**src/rtl/i2s_rx.sv**
```systemverilog
// I2S receiver: oversamples the I2S bit clock, word select and data with the
// system clock, deserialises one DATA_W-bit word per channel (MSB first) and
// presents each complete left/right pair with a one-cycle valid pulse. Slots
// that end before DATA_W bits have been captured raise a one-cycle error.
`timescale 1ns/1ps

module i2s_rx #(
    parameter int DATA_W = 16
) (
    input  logic              i_clk,
    input  logic              i_rst,
    input  logic              i_sclk,
    input  logic              i_lrck,
    input  logic              i_sdata,
    output logic [DATA_W-1:0] o_left,
    output logic [DATA_W-1:0] o_right,
    output logic              o_valid,
    output logic              o_err
);

    localparam int CNT_W = $clog2(DATA_W + 1);

    typedef enum logic [1:0] {
        SYNC,
        LEFT,
        RIGHT
    } state_t;

    state_t state, next_state;

    // Synchronizer and edge-detect history.
    logic sclk_meta, sclk_s2, sclk_prev;
    logic lrck_meta, lrck_s2, lrck_prev;
    logic sdata_meta, sdata_s2;

    // Deserialiser.
    logic [DATA_W-1:0] shift_reg;
    logic [CNT_W-1:0]  bit_cnt;
    logic              word_done;

    // Pairing.
    logic [DATA_W-1:0] hold_left;
    logic              left_ok;

    // FSM decisions, registered by the datapath block.
    logic set_left_ok, clr_left_ok, load_hold, load_out, err_pulse;

    logic rise, change;

    // A rising sclk edge is the only point at which lrck/sdata are looked at;
    // a change edge is a rising edge where lrck differs from the previous one.
    assign rise   = sclk_s2 & ~sclk_prev;
    assign change = rise & (lrck_s2 ^ lrck_prev);

    // Two-flop synchronizers for the asynchronous I2S inputs plus sclk history.
    always_ff @(posedge i_clk) begin
        if (i_rst) begin
            sclk_meta  <= 1'b0;
            sclk_s2    <= 1'b0;
            sclk_prev  <= 1'b0;
            lrck_meta  <= 1'b0;
            lrck_s2    <= 1'b0;
            sdata_meta <= 1'b0;
            sdata_s2   <= 1'b0;
        end else begin
            // NOTE: non-blocking assignments make every flop sample the
            // pre-edge value, which is what turns this into a real two-stage
            // chain instead of one flop with a wire behind it.
            sclk_meta  <= i_sclk;
            sclk_s2    <= sclk_meta;
            sclk_prev  <= sclk_s2;
            lrck_meta  <= i_lrck;
            lrck_s2    <= lrck_meta;
            sdata_meta <= i_sdata;
            sdata_s2   <= sdata_meta;
        end
    end

    // Shift in one bit per sclk edge; the change-edge bit is dropped and the
    // counter saturates so trailing slot bits are ignored.
    always_ff @(posedge i_clk) begin
        if (i_rst) begin
            lrck_prev <= 1'b0;
            shift_reg <= '0;
            bit_cnt   <= '0;
            word_done <= 1'b0;
        end else begin
            word_done <= 1'b0;
            if (rise) begin
                lrck_prev <= lrck_s2;
                if (change) begin
                    bit_cnt <= '0;
                end else if (bit_cnt != CNT_W'(DATA_W)) begin
                    shift_reg <= {shift_reg[DATA_W-2:0], sdata_s2};
                    bit_cnt   <= bit_cnt + 1'b1;
                    word_done <= (bit_cnt == CNT_W'(DATA_W - 1));
                end
            end
        end
    end

    // FSM state register.
    always_ff @(posedge i_clk) begin
        if (i_rst) begin
            state <= SYNC;
        end else begin
            state <= next_state;
        end
    end

    // Next-state and per-cycle decisions; only change edges move the state.
    always_comb begin
        // NOTE: every output of this block gets a default first so no path
        // through the case leaves a value unassigned (which would be a latch).
        next_state  = state;
        set_left_ok = 1'b0;
        clr_left_ok = 1'b0;
        load_hold   = 1'b0;
        load_out    = 1'b0;
        err_pulse   = 1'b0;
        unique case (state)
            SYNC: begin
                if (change && !lrck_s2) begin
                    next_state = LEFT;
                end
            end
            LEFT: begin
                if (word_done) begin
                    load_hold   = 1'b1;
                    set_left_ok = 1'b1;
                end
                if (change && lrck_s2) begin
                    next_state = RIGHT;
                    if (!left_ok) begin
                        err_pulse   = 1'b1;
                        clr_left_ok = 1'b1;
                    end
                end
            end
            RIGHT: begin
                if (word_done && left_ok) begin
                    load_out = 1'b1;
                end
                if (change && !lrck_s2) begin
                    next_state  = LEFT;
                    clr_left_ok = 1'b1;
                    if (bit_cnt != CNT_W'(DATA_W)) begin
                        err_pulse = 1'b1;
                    end
                end
            end
            default: next_state = SYNC;
        endcase
    end

    // Hold register, pairing flag and registered outputs.
    always_ff @(posedge i_clk) begin
        if (i_rst) begin
            hold_left <= '0;
            left_ok   <= 1'b0;
            o_left    <= '0;
            o_right   <= '0;
            o_valid   <= 1'b0;
            o_err     <= 1'b0;
        end else begin
            o_valid <= load_out;
            o_err   <= err_pulse;
            if (load_hold) begin
                hold_left <= shift_reg;
            end
            if (set_left_ok) begin
                left_ok <= 1'b1;
            end else if (clr_left_ok) begin
                left_ok <= 1'b0;
            end
            if (load_out) begin
                o_left  <= hold_left;
                o_right <= shift_reg;
            end
        end
    end

endmodule

```
**config.mk**
```make
export PLATFORM = sky130hd
export DESIGN_NAME = i2s_rx
export DESIGN_NICKNAME = d
export VERILOG_FILES = /design/src/rtl/i2s_rx.sv
export SDC_FILE = /design/constraint.sdc
export NUM_CORES = 1
export LEC_CHECK = 0
export BUFFER_PORTS_ARGS = -buffer_cell sky130_fd_sc_hd__buf_4
export CORE_MARGIN = 4
export CORE_UTILIZATION = 57
export DETAILED_ROUTE_END_ITERATION = 8
export PLACE_DENSITY_LB_ADDON = 0.2
export SLEW_MARGIN = 0
export SYNTH_ARGS = -nofsm -noshare
export SYNTH_HDL_FRONTEND = slang
export SYNTH_SLANG_ARGS = --single-unit
```
**constraint.sdc**
```tcl
create_clock -name i_clk -period 1.9 [get_ports i_clk]
set_input_delay 0 -clock i_clk [delete_from_list [all_inputs] [get_ports i_clk]]
set_output_delay 0 -clock i_clk [all_outputs]
set_load 0.03 [all_outputs]
```
Word level (Yosys, flattened, before mapping)
Index checks and enable logic that the tools add are counted.

Reductions and logical operators: 12. Div/mod/pow operators: 0. Multipliers: 0. $lt $le $gt $ge: 0. Shifts and indexed selects: 0. Eq/ne operators: 6. Multiplexer cells: 18. Bitwise operators: 7. Add/sub/neg operators: 1.

Operators by type and width (count): $mux W1 (11); $mux W5 (2); $add A5 B1 Y5 const B (1); $eq A5 B4 Y1 const B (1); $ne A5 B5 Y1 const B (1); $mux W2 (2); $not A1 Y1 (4); $pmux W1 S2 (2); $pmux W2 S2 (1); $reduce_and A2 Y1 (2); $reduce_bool A2 Y1 (2); $reduce_or A4 Y1 (1); $logic_and A1 B1 Y1 (3); $reduce_and A3 Y1 (1); $and A1 B1 Y1 (2); $eq A2 B1 Y1 const B (1); $eq A2 B2 Y1 const B (1); $logic_not A2 Y1 (1); $ne A2 B1 Y1 const B (1); $ne A2 B2 Y1 const B (1); $reduce_or A2 Y1 (1); $logic_not A1 Y1 (1); $xor A1 B1 Y1 (1).

Register bits: 83. Latch bits: 0. Bits of input ports: 5. Bits in writable memories: 0. ROM bits: 0. Memories: 0.

Longest topological paths before layout
Gate-level depths: netlist (run 1).

Word-level depth: 8. Depth in mapped cells: 7. Gate-level depth less buffers: 6.

Worst setup path after synthesis (run 1)
No wires, ideal clock.

Path type: register to register. Start: register bit_cnt[0]. End: register bit_cnt[2]. Clock period less this slack: 1483 ps. Library setup time: 70 ps. Slack: 417 ps. Data arrival time: 1413 ps. Path buffers: 0. Cell stages (with the launch flop): 6. Data required time: 1830 ps. Cell sequence: dfxtp_1 -> inv_1 -> ha_1 -> and4bb_1 -> or4_1 -> a21oi_1.

Word-level cells in the longest chain between the ends: 3.

RTL lines: start: declaration (line 38) `logic [CNT_W-1:0] bit_cnt;`; start signal: assignment (line 95) `bit_cnt <= bit_cnt + 1'b1;`; $add A5 B1 Y5 or $ne A5 B5 Y1 (tied branches) (line 95, 93); $mux W5 or $reduce_bool A2 Y1 (tied branches); $mux W5 or $reduce_and A2 Y1 (tied branches).

Several ways; a longest one is shown, not always the timed one. The select of a mux whose other input is x is not followed. A chain may end at the register's enable or synchronous reset.

Worst setup path in the final report (run 1)
Ends and elaborated chain as after synthesis.

==> results of run 1 <==
## routing by layer
metal	part of all wire, %	GRT usage, %	up-vias
met5	0	0	-
met4	1.0	7.48	0
met3	5.2	5.31	5
met2	42	28.7	53
met1	51	27.5	1095
li1	-	-	1239
## critical path: cells and delay by family, from the launching register on
family / cells / cell delay, ns
AND/OR/NAND/NOR: 2 / 0.72
flip-flops: 1 / 0.37
adder cells (fa/ha/maj): 1 / 0.24
AO/OA/AOI/OAI: 1 / 0.13
buffers and inverters: 1 / 0.08
## layout by cell type (no fill, tap or decap), drive strengths merged, types with 2 or more instances in the layout
master and instances:
buf 45, ha 8, nand2 100, o21bai 2
nand3 4, clkinv 5, nor2b 8, bufinv 2
dlygate4sd3 3, and3 3, and4bb 3, nand2b 20
dfxtp 83, o21ai 5, a21oi 54, clkbuf 9
inv 7, nor2 3, nor3b 2, mux2i 17
## kinds of logic (layout without fill, tap and decap cells)
logic type               count (synthesis)  count (layout)
AND/OR/NAND/NOR                        150             150
multiplexers                            18              18
buffers and inverters                   29              71
adder cells (fa/ha/maj)                  8               8
XOR/XNOR                                 1               1
AO/OA/AOI/OAI                           64              64
flip-flops                              83              83
## path summary, 6_finish.rpt
| check | startpoint | to | cells after the start | slack (ns) |
|---|---|---|---|---|
| worst max-delay path | bit_cnt[0]$_SDFFE_PP0P_ | bit_cnt[2]$_SDFFE_PP0P_ | 5 | 0.30 |
| worst min-delay path | i_rst | o_valid$_SDFF_PP0_ | 2 | 0.05 |
| worst max register to register | bit_cnt[0]$_SDFFE_PP0P_ | bit_cnt[2]$_SDFFE_PP0P_ | 5 | 0.30 |
| worst min register to register | sdata_meta$_SDFF_PP0_ | sdata_s2$_SDFF_PP0_ | 1 | 0.44 |
## Yosys cell counts (2+ instances only)
library cell / number / area, um2
and4bb_1: 2 / 25.0
and3_1: 2 / 12.5
inv_1: 7 / 26.3
nand2_1: 100 / 375
nor3b_1: 2 / 15.0
nor2_1: 3 / 11.3
nand3_1: 4 / 20.0
ha_1: 8 / 100
nor2b_1: 8 / 50.1
nand2b_1: 20 / 125
o21bai_1: 2 / 15.0
dfxtp_1: 83 / 1660
a21oi_1: 54 / 270
buf_2: 7 / 35.0
o21ai_0: 5 / 25.0
clkbuf_1: 13 / 48.8
mux2i_1: 17 / 170
## stage by stage
step	instances	utilization, %	cell area [um2]
2_1_floorplan	353	-	3160
3_3_place_gp	446	66.4	3480
3_5_place_dp	446	66.4	3480
4_1_cts	465	71.1	3730
5_1_grt	465	71.1	3730
6_report	465	71.1	3730
## power by group through the flow
stage | combinational (mW) | sequential, mW | clock [mW]
4_1_cts | 0.152 | 1.77 | 1.37
6_report | 0.152 | 1.77 | 1.35
2_1_floorplan | 0.119 | 1.80 | 0
3_3_place_gp | 0.141 | 1.81 | 0
5_1_grt | 0.172 | 1.77 | 1.45
3_5_place_dp | 0.146 | 1.81 | 0
## final cells by class
cell class | instances | area, um2
repair buffers | 48 | 380
multi-input cells | 241 | 1350
well taps | 70 | 87.6
clock inverters | 7 | 92.6
flip-flops and latches | 83 | 1660
inverters | 7 | 26.3
fillers | 426 | 1510
clock buffers | 9 | 124
## what timing repair did
item / CTS / global route
setup endpoints to repair: 0 / 0
hold endpoints to repair: 3 / 0
resized for setup: 0 / 0
hold buffers: 3 / 0
==> results.json, run 1 <==
{
  "status": "completed",
  "p_int_mw": 2.56,
  "wl_per_cell_um": 12.5,
  "htreeDepth": 3,
  "drv_slew": 0,
  "grt_pass1_wl_mm": 10.1,
  "synth.distinct_cells": 33,
  "endpoint_kind": "flip-flop",
  "comb_power_share_pct": 4.7,
  "synth-seq-area-share_pct": 52.6,
  "antenna_found_initial": 0,
  "ys_warn_count": 0,
  "hold_path.class": "input port to flip-flop",
  "row_count": 26,
  "netlist_area_um2": 3160,
  "holdWs_ns": 0.0544,
  "cts_buffers": 9,
  "final.min_clock_period_ns": 1.60,
  "dr.pass1.iters": 4,
  "vias": 2392,
  "slew_headroom_pct": 61.3,
  "slowest_stage": "or4_1",
  "drc": 0,
  "wl_mm": 5.81,
  "area_growth_pct": 18.0,
  "cp_slowest_stage_delay_ns": 0.47,
  "ys_seq_elements": 83,
  "pre_cts_ws_ns": 0.317,
  "initial_utilization_pct": 60.3,
  "p_seq_share_pct": 54.1,
  "synth.avg_cell_area_um2": 8.94,
  "clock_latency_ns": 0.34,
  "hold_viol": 0,
  "clockRootBuffer": "clkbuf_8",
  "swShare_pct": 21.5,
  "synthSimpleGateAreaFrac_pct": 23.0,
  "synth_xor_area_share_pct": 0.277,
  "cp.required_ns": 2.17,
  "die_h_um": 82.4,
  "post_cts_buffers": 0,
  "synthCells": 353,
  "ant_nets": 0,
  "synth_ff_type": "dfxtp_1",
  "p_leak_nw": 1.38,
  "antennaDiodeCount": 0,
  "async_reset_ff_share_pct": 0,
  "synthMuxAreaShare_pct": 5.75,
  "rsz0062_at_grt": "no",
  "worst_pin_slew_ns": 0.579,
  "yosys.area_share.adder_pct": 3.17,
  "critPathKind": "flip-flop to flip-flop",
  "core_area_um2": 5240,
  "grt_max_degree": 41,
  "max_freq_mhz": 626,
  "gp_congestion": 0.797,
  "clock_path_buffers": 2,
  "path_cells": "inv_1 > ha_1 > and4bb_1 > or4_1 > a21oi_1",
  "drive_above_1_share_pct": 16.7,
  "total_power_mw": 3.26,
  "setup_viol": 0,
  "grt_pass1_vias": 2198,
  "die_w_um": 82.4,
  "syn-num-nets": 366,
  "via_per_inst": 5.14,
  "grt-ovfl-total": 0,
  "post-route-period-util_pct": 84.0,
  "clkPwrFrac_pct": 41.2,
  "finalSetupTns_ns": 0,
  "final_nets": 403,
  "drt_iter0_markers": 93,
  "setup_ws_ns": 0.304,
  "portBuffers": 38,
  "ir_worst_vdd_mv": 0.565,
  "powerDensity_nw_per_um2": 876,
  "synth_top_family_by_area": "simple AND/OR/NAND/NOR gates",
  "dp_hpwl_mm": 3.91,
  "synth-edff-count": 0,
  "die-area_um2": 6790,
  "pin_count": 39,
  "synth-compound-area-share_pct": 10.7,
  "crit_fanout": 4,
  "skew_ns": 0.00808,
  "maxCapViolCount": 0,
  "grt_usage_pct": 19.6,
  "cts_tree": "yes",
  "startpoint_type": "flip-flop",
  "cts.clk_slew.worst_paths_ns": 0.08,
  "clock_sinks": 83,
  "switching_power_mw": 0.702,
  "cp_data_arrival_time_ns": 1.87
}
Note: power is estimated with default switching activity, not from simulation.
==> inputs of run 2 (changes only) <==
Settings changed: CORE_UTILIZATION 57 to 51.
Clock period 1.9 ns to 1.3 ns, I/O delays scaled along.
==> run 2 against run 1 <==
The flow now finishes with violations (setup timing). Via count increased by 7.1%. Worst hold slack got worse by 0.035 ns. Total power increased by 48%. Count of clock-buffer cells in the layout increased by 1. Critical path depth unchanged. Final cell count increased by 6.7%. Critical path type unchanged. Largest cell class unchanged. Largest power group unchanged.
==> results.json, run 2 (synthesized netlist as in run 1, its figures left out) <==
{
  "status": "complete, but fails checks",
  "violations": "setup timing",
  "met3_length_um": 379,
  "ir_worst_vdd_mv": 0.722,
  "critPathKind": "flip-flop to flip-flop",
  "clock_path_buffers": 2,
  "clockRootBuffer": "clkbuf_8",
  "drive_above_1_share_pct": 30.2,
  "p_int_mw": 3.68,
  "path_cells": "inv_2 > ha_4 > and4bb_1 > or4_1 > a21oi_2",
  "holdWs_ns": 0.0194,
  "crit_fanout": 3,
  "row_count": 28,
  "worst_pin_slew_ns": 0.413,
  "skew_ns": 0.00815,
  "worstHoldStart": "i_rst",
  "cts.clk_slew.worst_paths_ns": 0.08,
  "swShare_pct": 23.5,
  "clkPwrFrac_pct": 37.9,
  "final_nets": 429,
  "hold_viol": 0,
  "wl_met2_mm": 3.10,
  "endpoint_kind": "flip-flop",
  "dr.pass1.iters": 4,
  "r2r_setup_slack_ns": -0.16,
  "switching_power_mw": 1.13,
  "die-area_um2": 7510,
  "die_w_um": 86.7,
  "wl_mm": 7.05,
  "comb_power_share_pct": 8.5,
  "wl_met1_mm": 3.41,
  "maxCapViolCount": 0,
  "cp.required_ns": 1.59,
  "stdcell_area_um2": 4210,
  "gp_congestion": 0.814,
  "drt_iter0_markers": 165,
  "setup_viol": 16,
  "rsz0062_at_grt": "yes",
  "startpoint_type": "flip-flop",
  "placed_cells": 468,
  "setup_ws_ns": -0.155,
  "final_cell_mix": "nand2_1 (97), dfxtp_1 (75), buf_4 (59)",
  "highest_layer": "met4",
  "finalSetupTns_ns": -0.374,
  "via_per_inst": 5.17,
  "max_freq_mhz": 687,
  "r2r_end": "bit_cnt[2]$_SDFFE_PP0P_",
  "dp_hpwl_mm": 4.25,
  "portBuffers": 38,
  "cts_tree": "yes",
  "htreeDepth": 3,
  "wl_per_cell_um": 14.2,
  "layout_commonest_cell": "nand2_1",
  "postLayoutCoreUtil_pct": 70.8,
  "antennaDiodeCount": 0,
  "grt-ovfl-total": 0,
  "ff2ff_path_depth": 5,
  "slowest_stage": "or4_1",
  "drc": 0,
  "pre_cts_ws_ns": -0.150,
  "p_seq_share_pct": 53.6,
  "cp_slowest_stage_delay_ns": 0.48,
  "clock_sinks": 83,
  "antenna_found_initial": 0,
  "grt_max_degree": 34,
  "hold_path.class": "input port to flip-flop",
  "total_power_mw": 4.82,
  "post_dp_cell_area_um2": 3700,
  "cp_data_arrival_time_ns": 1.75,
  "vias": 2563,
  "stdcell_count": 496,
  "min_path_cells": 2,
  "initial_utilization_pct": 53.0,
  "area_growth_pct": 33.5,
  "powerDensity_nw_per_um2": 1140,
  "slew_headroom_pct": 72.4,
  "r2r_start": "bit_cnt[0]$_SDFFE_PP0P_",
  "grt_usage_pct": 19.6,
  "post-route-period-util_pct": 112,
  "grt_pass1_wl_mm": 11.5,
  "grt_pass1_vias": 2409,
  "clock_latency_ns": 0.35,
  "hold_end": "o_valid$_SDFF_PP0_",
  "drv_slew": 0,
  "final.min_clock_period_ns": 1.46,
  "ant_nets": 0,
  "core_area_um2": 5960,
  "cts_buffers": 9,
  "die_h_um": 86.7,
  "p_leak_nw": 1.56,
  "pin_count": 39
}
## run 2: worst max path at each step
stage	start	end	slack, ns	cells past startpoint
after floorplan	bit_cnt[0]$_SDFFE_PP0P_	bit_cnt[2]$_SDFFE_PP0P_	-0.08	5
after global placement	bit_cnt[0]$_SDFFE_PP0P_	bit_cnt[4]$_SDFFE_PP0P_	-0.11	6
after detailed placement	bit_cnt[0]$_SDFFE_PP0P_	bit_cnt[4]$_SDFFE_PP0P_	-0.15	6
after CTS	bit_cnt[0]$_SDFFE_PP0P_	bit_cnt[2]$_SDFFE_PP0P_	-0.13	5
after global routing	bit_cnt[0]$_SDFFE_PP0P_	bit_cnt[2]$_SDFFE_PP0P_	-0.21	5
final	bit_cnt[0]$_SDFFE_PP0P_	bit_cnt[2]$_SDFFE_PP0P_	-0.16	5
## run 2: cell type report
class | instances | area (um2)
Fill cell | 482 | 1740
Sequential cell | 83 | 1680
Multi-Input combinational cell | 241 | 1500
Timing Repair Buffer | 74 | 721
Clock buffer | 10 | 128
Tap cell | 75 | 93.8
Clock inverter | 6 | 65.1
Inverter | 7 | 31.3
## run 2: routing by layer
metal | vias to the layer above | track usage [%]
met5 | - | 0
met4 | 0 | 9.77
met3 | 13 | 4.66
met2 | 62 | 27.6
met1 | 1192 | 27.8
li1 | 1296 | -
## run 2: repair_timing
item	4_1_cts	5_1_grt
gates cloned	2	2
endpoints found under the setup margin	36	27
pin swaps	5	8
hold buffers	3	0
resized for setup	20	23
setup buffers	4	2
endpoints found under the hold margin	3	0
## run 2: critical path: cells and delay by family (launching register included)
| family | cells | cell delay, ns |
|---|---|---|
| compound gates | 1 | 0.13 |
| fa+ha+maj | 1 | 0.16 |
| buf+inv | 1 | 0.06 |
| flops | 1 | 0.36 |
| simple gates | 2 | 0.69 |
## run 2: power groups by stage
stage	combinational (mW)	sequential [mW]	clock [mW]
global placement	0.282	2.64	0
CTS	0.367	2.58	1.85
floorplan	0.184	2.64	0
finish	0.407	2.58	1.83
global route	0.446	2.59	1.98
detailed placement	0.284	2.64	0
